`src/rtl/pixel_shade_pipe.sv`:
```
// Three-stage fixed-point pixel shader: palette lookup, face shading, distance fog.
// A single global advance enable gives valid/ready backpressure across all stages.
module pixel_shade_pipe #(
  parameter int CH_W       = 8,
  parameter int NUM_BLOCKS = 12,
  parameter int BID_W      = 4,
  parameter int T_W        = 16,
  parameter int FOG_SHIFT  = 4,
  parameter int FOG_R      = 128,
  parameter int FOG_G      = 128,
  parameter int FOG_B      = 255
) (
  input  logic                clk_in,
  input  logic                rst_in,
  input  logic [10:0]         x_in,
  input  logic [9:0]          y_in,
  input  logic                hit_in,
  input  logic [BID_W-1:0]    block_id_in,
  input  logic [2:0]          block_dir_in,
  input  logic [T_W-1:0]      t_in,
  input  logic [1:0]          mode_in,
  input  logic                valid_in,
  output logic                ready_out,
  input  logic                pal_we_in,
  input  logic [BID_W-1:0]    pal_addr_in,
  input  logic [3*CH_W-1:0]   pal_data_in,
  output logic [10:0]         x_out,
  output logic [9:0]          y_out,
  output logic [CH_W-1:0]     r_out,
  output logic [CH_W-1:0]     g_out,
  output logic [CH_W-1:0]     b_out,
  output logic                valid_out,
  input  logic                ready_in
);

  localparam int PW = CH_W + 9;
  localparam logic [BID_W:0]  NB      = NUM_BLOCKS[BID_W:0];
  localparam logic [CH_W-1:0] FOG_R_C = CH_W'(FOG_R);
  localparam logic [CH_W-1:0] FOG_G_C = CH_W'(FOG_G);
  localparam logic [CH_W-1:0] FOG_B_C = CH_W'(FOG_B);

  typedef logic [CH_W-1:0] ch_t;

  function automatic ch_t scale(input ch_t c, input logic [8:0] k);
    logic [PW-1:0] p;
    p = PW'(c) * PW'(k);
    return ch_t'(p >> 8);
  endfunction

  function automatic ch_t blend(input ch_t c, input ch_t fog, input logic [8:0] f);
    logic [PW-1:0] p;
    p = PW'(c) * PW'(9'd256 - f) + PW'(fog) * PW'(f);
    return ch_t'(p >> 8);
  endfunction

  logic adv;
  assign adv       = !valid_out || ready_in;
  assign ready_out = adv;

  // ---------------- palette ----------------
  logic [3*CH_W-1:0] pal [NUM_BLOCKS];

  // NOTE: the palette must read as zero after reset, so it is built from
  // resettable flops rather than a RAM macro without a reset port.
  always_ff @(posedge clk_in or negedge rst_in) begin
    if (!rst_in) begin
      for (int i = 0; i < NUM_BLOCKS; i++) pal[i] <= '0;
    end else if (pal_we_in && ({1'b0, pal_addr_in} < NB)) begin
      pal[pal_addr_in] <= pal_data_in;
    end
  end

  // ---------------- S1 lookup (comb feed) ----------------
  logic              miss;
  logic [3*CH_W-1:0] s1_rgb_d;
  logic [1:0]        s1_mode_d;

  assign miss = !hit_in || !({1'b0, block_id_in} < NB);

  // NOTE: every always_comb output gets a default first so no latch is inferred.
  always_comb begin
    s1_rgb_d  = pal[block_id_in];
    s1_mode_d = mode_in;
    // A miss carries the fog colour with shading and fog disabled, which
    // reproduces the fog colour exactly through the later arithmetic.
    if (miss) begin
      s1_rgb_d  = {FOG_R_C, FOG_G_C, FOG_B_C};
      s1_mode_d = 2'b00;
    end
  end

  logic              s1_valid;
  logic [10:0]       s1_x;
  logic [9:0]        s1_y;
  logic [3*CH_W-1:0] s1_rgb;
  logic [2:0]        s1_dir;
  logic [T_W-1:0]    s1_t;
  logic [1:0]        s1_mode;

  // ---------------- S2 shading (comb feed) ----------------
  logic [8:0] k;
  always_comb begin
    k = 9'd256;
    if (s1_mode[0]) begin
      case (s1_dir)
        3'd0, 3'd1: k = 9'd205;
        3'd3:       k = 9'd128;
        3'd4, 3'd5: k = 9'd230;
        default:    k = 9'd256;
      endcase
    end
  end

  ch_t sh_r, sh_g, sh_b;
  assign sh_r = scale(s1_rgb[3*CH_W-1:2*CH_W], k);
  assign sh_g = scale(s1_rgb[2*CH_W-1:CH_W],   k);
  assign sh_b = scale(s1_rgb[CH_W-1:0],        k);

  logic           s2_valid;
  logic [10:0]    s2_x;
  logic [9:0]     s2_y;
  ch_t            s2_r, s2_g, s2_b;
  logic [T_W-1:0] s2_t;
  logic           s2_fog_en;

  // ---------------- S3 fog (comb feed) ----------------
  logic [T_W-1:0] t_sh;
  logic [8:0]     f;
  always_comb begin
    t_sh = s2_t >> FOG_SHIFT;
    f    = (t_sh >= T_W'(256)) ? 9'd256 : t_sh[8:0];
    if (!s2_fog_en) f = 9'd0;
  end

  // ---------------- pipeline registers ----------------
  always_ff @(posedge clk_in or negedge rst_in) begin
    if (!rst_in) begin
      s1_valid  <= 1'b0;
      s1_x      <= '0;
      s1_y      <= '0;
      s1_rgb    <= '0;
      s1_dir    <= '0;
      s1_t      <= '0;
      s1_mode   <= '0;
      s2_valid  <= 1'b0;
      s2_x      <= '0;
      s2_y      <= '0;
      s2_r      <= '0;
      s2_g      <= '0;
      s2_b      <= '0;
      s2_t      <= '0;
      s2_fog_en <= 1'b0;
      valid_out <= 1'b0;
      x_out     <= '0;
      y_out     <= '0;
      r_out     <= '0;
      g_out     <= '0;
      b_out     <= '0;
    end else if (adv) begin
      s1_valid  <= valid_in;
      s1_x      <= x_in;
      s1_y      <= y_in;
      s1_rgb    <= s1_rgb_d;
      s1_dir    <= block_dir_in;
      s1_t      <= t_in;
      s1_mode   <= s1_mode_d;
      s2_valid  <= s1_valid;
      s2_x      <= s1_x;
      s2_y      <= s1_y;
      s2_r      <= sh_r;
      s2_g      <= sh_g;
      s2_b      <= sh_b;
      s2_t      <= s1_t;
      s2_fog_en <= s1_mode[1];
      valid_out <= s2_valid;
      x_out     <= s2_x;
      y_out     <= s2_y;
      r_out     <= blend(s2_r, FOG_R_C, f);
      g_out     <= blend(s2_g, FOG_G_C, f);
      b_out     <= blend(s2_b, FOG_B_C, f);
    end
  end

endmodule

```
`config.mk`:
```
export PLATFORM = sky130hd
export DESIGN_NAME = pixel_shade_pipe
export DESIGN_NICKNAME = d
export VERILOG_FILES = /design/src/rtl/pixel_shade_pipe.sv
export SDC_FILE = /design/constraint.sdc
export NUM_CORES = 2
export LEC_CHECK = 0
export BUFFER_PORTS_ARGS = -buffer_cell sky130_fd_sc_hd__buf_2
export CAP_MARGIN = 10
export CORE_MARGIN = 4
export CORE_UTILIZATION = 60
export DETAILED_ROUTE_END_ITERATION = 7
export GPL_TIMING_DRIVEN = 0
export PLACE_DENSITY = 0.83
export SYNTH_ARGS = -nofsm -noshare
export SYNTH_HDL_FRONTEND = slang
export SYNTH_SLANG_ARGS = --single-unit
```
`constraint.sdc`:
```
create_clock -name clk_in -period 8.35 [get_ports clk_in]
set_input_delay 0.4175 -clock clk_in [delete_from_list [all_inputs] [get_ports clk_in]]
set_output_delay 0.4175 -clock clk_in [all_outputs]
set_load 0.02 [all_outputs]
```
# Word level (Yosys, flattened, before mapping)
# Cells that the tools add are included.
# Widths: inputs -> output; s select.
[totals]
regBits = 464
in_bits = 80
output_inout_bits = 47
word_cells = 78
[classes]
add_sub_neg = 4
n_mul = 7
magnitude_cmp = 6
eq_ne = 4
muxes = 12
bitwise = 2
reduce_logical = 10
[ops]
columns = ["cell", "count"]
rows = [
  ["$bwmux 288", 1],
  ["$bmux 24 s4", 1],
  ["$demux 24 s4", 1],
  ["$mux 24", 4],
  ["$add 16x16->16", 3],
  ["$mul 8x9->16", 3],
  ["$mul 8x17->16", 2],
  ["$mux 9", 3],
  ["$pmux 9 s3", 1],
  ["$mul 8x9->16 const A", 1],
  ["$mul 9x10->16", 1],
  ["$ge 12x9->1 const B", 1],
  ["$ge 5x5->1 const B", 2],
  ["$not 4->5", 2],
  ["$sub 9x9->10 const A", 1],
  ["$lt 4x4->1 const B", 2],
  ["$eq 3x3->1 const B", 2],
  ["$lt 5x1->1 const B", 1],
  ["$reduce_or 2->1", 2],
  ["$eq 3x1->1 const B", 1],
  ["$eq 3x2->1 const B", 1],
  ["$logic_not 1->1", 3],
  ["$logic_not 3->1", 1],
  ["$logic_and 1x1->1", 2],
  ["2 further kinds", 3],
]

# Depth between registers and ports, before layout
[depth]
word_depth = 6
ltp_mapped = 29
ltp_nobuf = 26

# Worst setup path after synthesis
# OpenSTA, ideal clock, no wires.
[synth_path]
kind = "register to register"
startpoint = "register s2_t[14]"
endpoint = "register b_out[7]"
setup_time_ns = 0.095
arrival_ns = 6.756
t_required_ns = 8.255
setup_slack_ns = 1.498
stages_incl_launch_ff = 28
path_buffers = 2
synth_period_minus_slack_ns = 6.852
path_cell_list = "dfrtp_1 -> nor4_2 -> and2_1 -> buf_2 -> nand2_1 -> ha_1 -> nand3_1 -> xnor2_1 -> clkbuf_1 -> and2_1 -> fa_1 -> inv_1 -> fa_1 -> inv_1 -> fa_1 -> fa_1 -> fa_1 -> inv_1 -> fa_1 -> inv_1 -> ha_1 -> o21a_1 -> o21a_1 -> o221ai_1 -> a21oi_1 -> a41o_1 -> o21a_1 -> o31ai_1"
[synth_between]
elab_chain_len = 6
elab_cells_between_ends = 7
classes_between = "2 x add/sub; 2 x mul; 1 x order compare; 2 x mux"
[synth_rtl]
columns = ["item", "line", "text"]
rows = [
  ["start, declared", "123", "logic [T_W-1:0] s2_t;"],
  ["start signal, assigned", "173", "s2_t <= s1_t;"],
  ["$ge 12x9->1 (*)", "131", "f = (t_sh >= T_W'(256)) ? 9'd256 : t_sh[8:0];"],
  ["$mux 9 (*)", "131", ""],
  ["$mux 9 (*)", "132", "if (!s2_fog_en) f = 9'd0;"],
  ["$sub 9x9->10", "52", "p = PW'(c) * PW'(9'd256 - f) + PW'(fog) * PW'(f);"],
  ["$mul 9x10->16", "52", ""],
  ["$add 16x16->16 (*)", "52", ""],
  ["end signal, assigned", "180", "b_out <= blend(s2_b, FOG_B_C, f);"],
  ["end, declared", "31", "output logic [CH_W-1:0] b_out,"],
]
# Every way passes the cells marked *; elsewhere a longest branch is shown, timed or not.
# A chain may end at the register's enable or synchronous reset.

# Final worst setup path
[layout_path]
startpoint = "register s2_t[15]"
endpoint = "register b_out[7]"
# The elaborated chain is that of the path after synthesis.

==> out/results.env <==
RUN_STATUS='finished clean'
POST_SYNTH.CELL_AREA_AVG_UM2=10.90
POST_SYNTH_FA_HA_MAJ_AREA_FRACTION_PCT=28.10
CTS-BUFFERS-INSERTED=48
GRT_USAGE_PCT=27.70
DRIVE_GT1_SHARE_PCT=17.29
COMBPWRFRAC_PCT=49.5
CTS_TREE='built'
HTREEDEPTH=2
POWER.SEQUENTIAL.FRACTION_PCT=30.5
SYNTH.FF_LATCH_COUNT=456
NUMBER_OF_ANTENNA_VIOLATIONS_AT_THE_FIRST_CHECK_IN_GLOBAL_ROUTING=2
INITIAL_STANDARD_CELL_UTILIZATION_OF_THE_CORE_PCT=61.06
SYNTHCELLS=3183
PLACE.PORT_BUFFERS=118
FINAL_HOLD_SLACK_NS=0.01773
TOP_LEVEL_PORTS=127
CLOCK_POWER_SHARE_PCT=20.0
GRT_FIRST_PASS_WIRELENGTH_UM=137300
FINAL.MIN_CLOCK_PERIOD_NS=7.940
AREA_OVERHEAD_VS_SYNTH_PCT=9.398
CTSLONGESTPATHBUFFERS=3
DRT_PRE_ANTENNA_ITERS=6
MET3WIRELENGTH_UM=5962
ROUTE.ANTENNA.REMAINING_NETS=0
HOLD_VIOLATIONS=0
RSZ_0062_RAISED_AFTER_GLOBAL_ROUTING='no'
CLASS_OF_THE_TIGHTEST_HOLD_OR_REMOVAL_CHECK='primary input to register'
SYNTH-ASYNC-RESET-RATIO_PCT=100.0
RELSLEWSLACK_PCT=20.25
VIA_COUNT=23786
TOTAL_NUMBER_OF_NETS_IN_THE_FINAL_DESIGN=4012
ACHIEVABLE-FREQUENCY_GHz=0.1259
CP_NUM_BUF_INV=6
SYNTH-XOR-AREA-SHARE_PCT=2.333
GLOBALROUTEOVERFLOWTOTAL=0
CELL_AREA_AFTER_SYNTHESIS_UM2=34700
FINALMAXSLEWVIOLATIONS=0
SLOWEST_DELAY_NS=0.66
WORST-PATH-MAX-FANOUT=10
FINALSETUPTNS_NS=0
DETAILEDROUTE.FIRSTITERATIONVIOLATIONS=1706
SWITCHING_SHARE_PCT=40.72
YOSYS.AREA_SHARE.SIMPLE_PCT=10.88
CP_DATA_ARRIVAL_TIME_NS=8.45
WORST-SLEW-PIN-TRANSITION_NS=1.196
ROUTE.MET2.WL_UM=42740
CHIP_WIDTH_UM=248.5
MAX-CAP-VIOLATIONS=0
ROUTE.DETAILED.VIAS_PER_INST=5.727
YOSYS_MOST_USED_DFF='sky130_fd_sc_hd__dfrtp_1'
FINALSETUPVIOLCOUNT=0
CRITICAL_PATH.TOP_DELAY_FAMILY='adder cells'
CRITPATHCAPTURETYPE='register'
FIRST_GLOBAL_VIAS=25945
DIE_HEIGHT_UM=248.5
POST_SYNTHESIS_MUX_AREA_SHARE_PCT=14.77
P_INT_mW=6.337
COMPOUND_GATE_FRACTION_OF_SYNTH_AREA_PCT=3.408
FP-ROW-COUNT=87
START_KIND='register'
RD_PLACE_CONGESTION=0.9436
CLOCK_PIN_SLEW_OF_THE_REGISTERS_ON_THE_WORST_CASE_SETUP_AND_HOLD_PATHS_NS=0.07
DOMINANT_COMBINATIONAL_CELL_FAMILY_BY_AREA_AFTER_SYNTHESIS='adder cells'
POWER_SPENT_CHARGING_AND_DISCHARGING_NETS_mW=4.353
CORE_AREA_UM2=56820
GRT_MAX_DEGREE=127
CTS.SINK_COUNT=456
CP_MAX_STAGE_CELL='sky130_fd_sc_hd__xnor2_1'
WORST_SKEW_PAIR.LATE_LATENCY_NS=0.61
WL_PER_CELL_UM=20.37
CATEGORY_OF_THE_CRITICAL_SETUP_TIMING_PATH='register to register'
SYNTH_EDF_COUNT=0
DETAIL_ROUTE.DRC_VIOLATIONS=0
SEQ_AREA_FRAC_SYNTH_PCT=32.89
CLOCK_ROOT_BUFFER_MASTER='sky130_fd_sc_hd__clkbuf_16'
ROUTED_WL_UM=84590
IRDROPWORSTVDD_V=0.0002315
POWER.DENSITY_CELL_AREA_nW_PER_UM2=281.6
SYNTHESIS.YOSYS.WARNINGS=0
TIMING.CRITICAL_PATH.REQUIRED_NS=8.86
HPWL_UM=62920
CRITPATHMOSTFREQUENTCELL='sky130_fd_sc_hd__fa_1'
SETUP.REG_TO_REG.WORST_SLACK_NS=0.41
DIE_AREA_UM2=61740
LEAKAGEPOWER_nW=19.41
POST_ROUTE_CLOCK_PERIOD_UTILIZATION_PCT=95.09
SYNTHDISTINCTLIBCELLS=56
WORST_CLOCK_SKEW_NS=0.03248
SYN_NETS=3837
ROUTE.TOP_LAYER_USED='met4'
ROUTE.LAYER.MET1.WL_UM=31200
[logic make-up (layout without fill, tap and decap cells)]
family / after synthesis / count (layout)
buffers and inverters: 698 / 910
AND/OR/NAND/NOR: 804 / 804
AO/OA/AOI/OAI: 175 / 175
multiplexers: 386 / 386
adder cells (fa/ha/maj): 574 / 574
XOR/XNOR: 90 / 90
other: 0 / 2
flip-flops: 456 / 456
[metal layers]
| metal | GRT usage (%) | vias to the layer above |
|---|---|---|
| met4 | 13.74 | 0 |
| met5 | 0 | - |
| met2 | 47.91 | 927 |
| met1 | 33.79 | 12095 |
| li1 | - | 10495 |
| met3 | 4.838 | 269 |
[cell usage in the layout, fill, tap and decap left out, drive strengths merged, types with 25 or more instances in the layout]
master	netlist	routed
a21oi	46	46
and2	154	154
and3	54	54
buf	13	137
clkbuf	157	224
dfrtp	456	456
fa	342	342
ha	232	232
inv	528	532
mux2	288	288
mux2i	26	26
mux4	72	72
nand2	443	443
nor2	70	70
o21ai	25	25
xnor2	57	57
xor2	32	32
[sequential cells by signal (all words and copies together), names as in the netlist, 2 cells and up]
name	cells
x_out	11
s1_rgb	24
g_out	8
s1_y	10
s2_b	8
y_out	10
s2_r	8
s2_x	11
s1_mode	2
s2_t	12
s1_t	12
b_out	8
s1_x	11
s1_dir	3
r_out	8
s2_y	10
s2_g	8
pal	288
[worst paths after layout]
path | startpoint | end | cells past startpoint
max | s2_t[15] | b_out[7] | 26
min | x_in[9] | s1_x[9] | 3
max reg2reg | s2_t[15] | b_out[7] | 26
min reg2reg | s1_t[13] | s2_t[13] | 2
max in group asynchronous | rst_in | pal[104] | 6
min in group asynchronous | rst_in | r_out[2] | 2
[area by class of cell]
cell class              instances  area [um2]
multi-input cells            2029       20660
fillers                      4113       18870
flip-flops and latches        456       11410
inverters                     528        1984
clock buffers                  67        1374
well taps                     756       945.9
repair buffers                125       735.7
plain buffers                 170       664.4
clock inverters                20       180.2
diodes                          2       5.005
[Yosys cell counts, drive strengths merged, types with 15 or more instances]
library cell	count	area (um2)
fa	342	6847
nor2	70	262.8
xnor2	57	506.7
dfrtp	456	11410
and2	154	963.4
mux2i	26	260.3
a21o	16	120.1
o21ai	25	125.1
clkbuf	157	589.3
xor2	32	280.3
nand2	443	1665
a211oi	15	112.6
o22ai	24	150.1
nand3	15	75.07
mux2	288	3243
a21oi	46	230.2
and3	54	337.8
a22o	16	140.1
ha	232	2903
inv	528	1984
mux4	72	1622
nor2b	23	143.9
[power groups by stage]
stage / Clock, mW / Sequential (mW) / Combinational (mW)
floorplan: 0 / 3.26 / 3.83
global placement: 0 / 3.22 / 5.04
detailed placement: 0 / 3.26 / 5.25
CTS: 2.16 / 3.24 / 5.31
global route: 2.25 / 3.31 / 6.01
finish: 2.14 / 3.26 / 5.29
[worst register-to-register path, stage by stage, from the launching register on]
cell	delay, ns
sky130_fd_sc_hd__dfrtp_1	0.46
sky130_fd_sc_hd__nor4_4	0.09
sky130_fd_sc_hd__and2_1	0.16
sky130_fd_sc_hd__buf_2	0.16
sky130_fd_sc_hd__nand2_1	0.42
sky130_fd_sc_hd__ha_1	0.34
sky130_fd_sc_hd__nand4_1	0.15
sky130_fd_sc_hd__xnor2_1	0.66
sky130_fd_sc_hd__clkbuf_1	0.62
sky130_fd_sc_hd__and2_1	0.26
sky130_fd_sc_hd__fa_1	0.39
sky130_fd_sc_hd__inv_1	0.09
sky130_fd_sc_hd__fa_1	0.43
sky130_fd_sc_hd__fa_1	0.53
sky130_fd_sc_hd__inv_1	0.06
sky130_fd_sc_hd__fa_1	0.44
sky130_fd_sc_hd__fa_1	0.51
sky130_fd_sc_hd__inv_1	0.05
sky130_fd_sc_hd__fa_1	0.47
sky130_fd_sc_hd__inv_1	0.04
sky130_fd_sc_hd__ha_1	0.31
sky130_fd_sc_hd__or3_1	0.36
sky130_fd_sc_hd__o21ai_0	0.08
sky130_fd_sc_hd__a21oi_1	0.11
sky130_fd_sc_hd__a41o_1	0.31
sky130_fd_sc_hd__o21a_1	0.17
sky130_fd_sc_hd__o31ai_1	0.21
[per-stage QoR]
step	util, %	total power [mW]	worst slack [ns]	instance area [um2]	std cells
final	66.80	10.69	0.4101	37960	4153
after CTS	66.74	10.70	0.06676	37930	4149
after global routing	66.79	11.57	0.1665	37950	4152
after global placement	63.76	8.259	-2.397	36230	4057
after floorplan	-	7.085	1.498	34700	3183
after detailed placement	63.98	8.511	-0.1772	36350	4061
[repair_timing]
action | CTS | global route
resized for setup | 1 | 7
cloned | 0 | 0
hold buffers | 1 | 0
hold endpoints to repair | 15 | 0
endpoints found under the setup margin | 3 | 6
buffers inserted | 0 | 2
pin swaps | 0 | 1
Note: power is estimated with default switching activity, not from simulation.
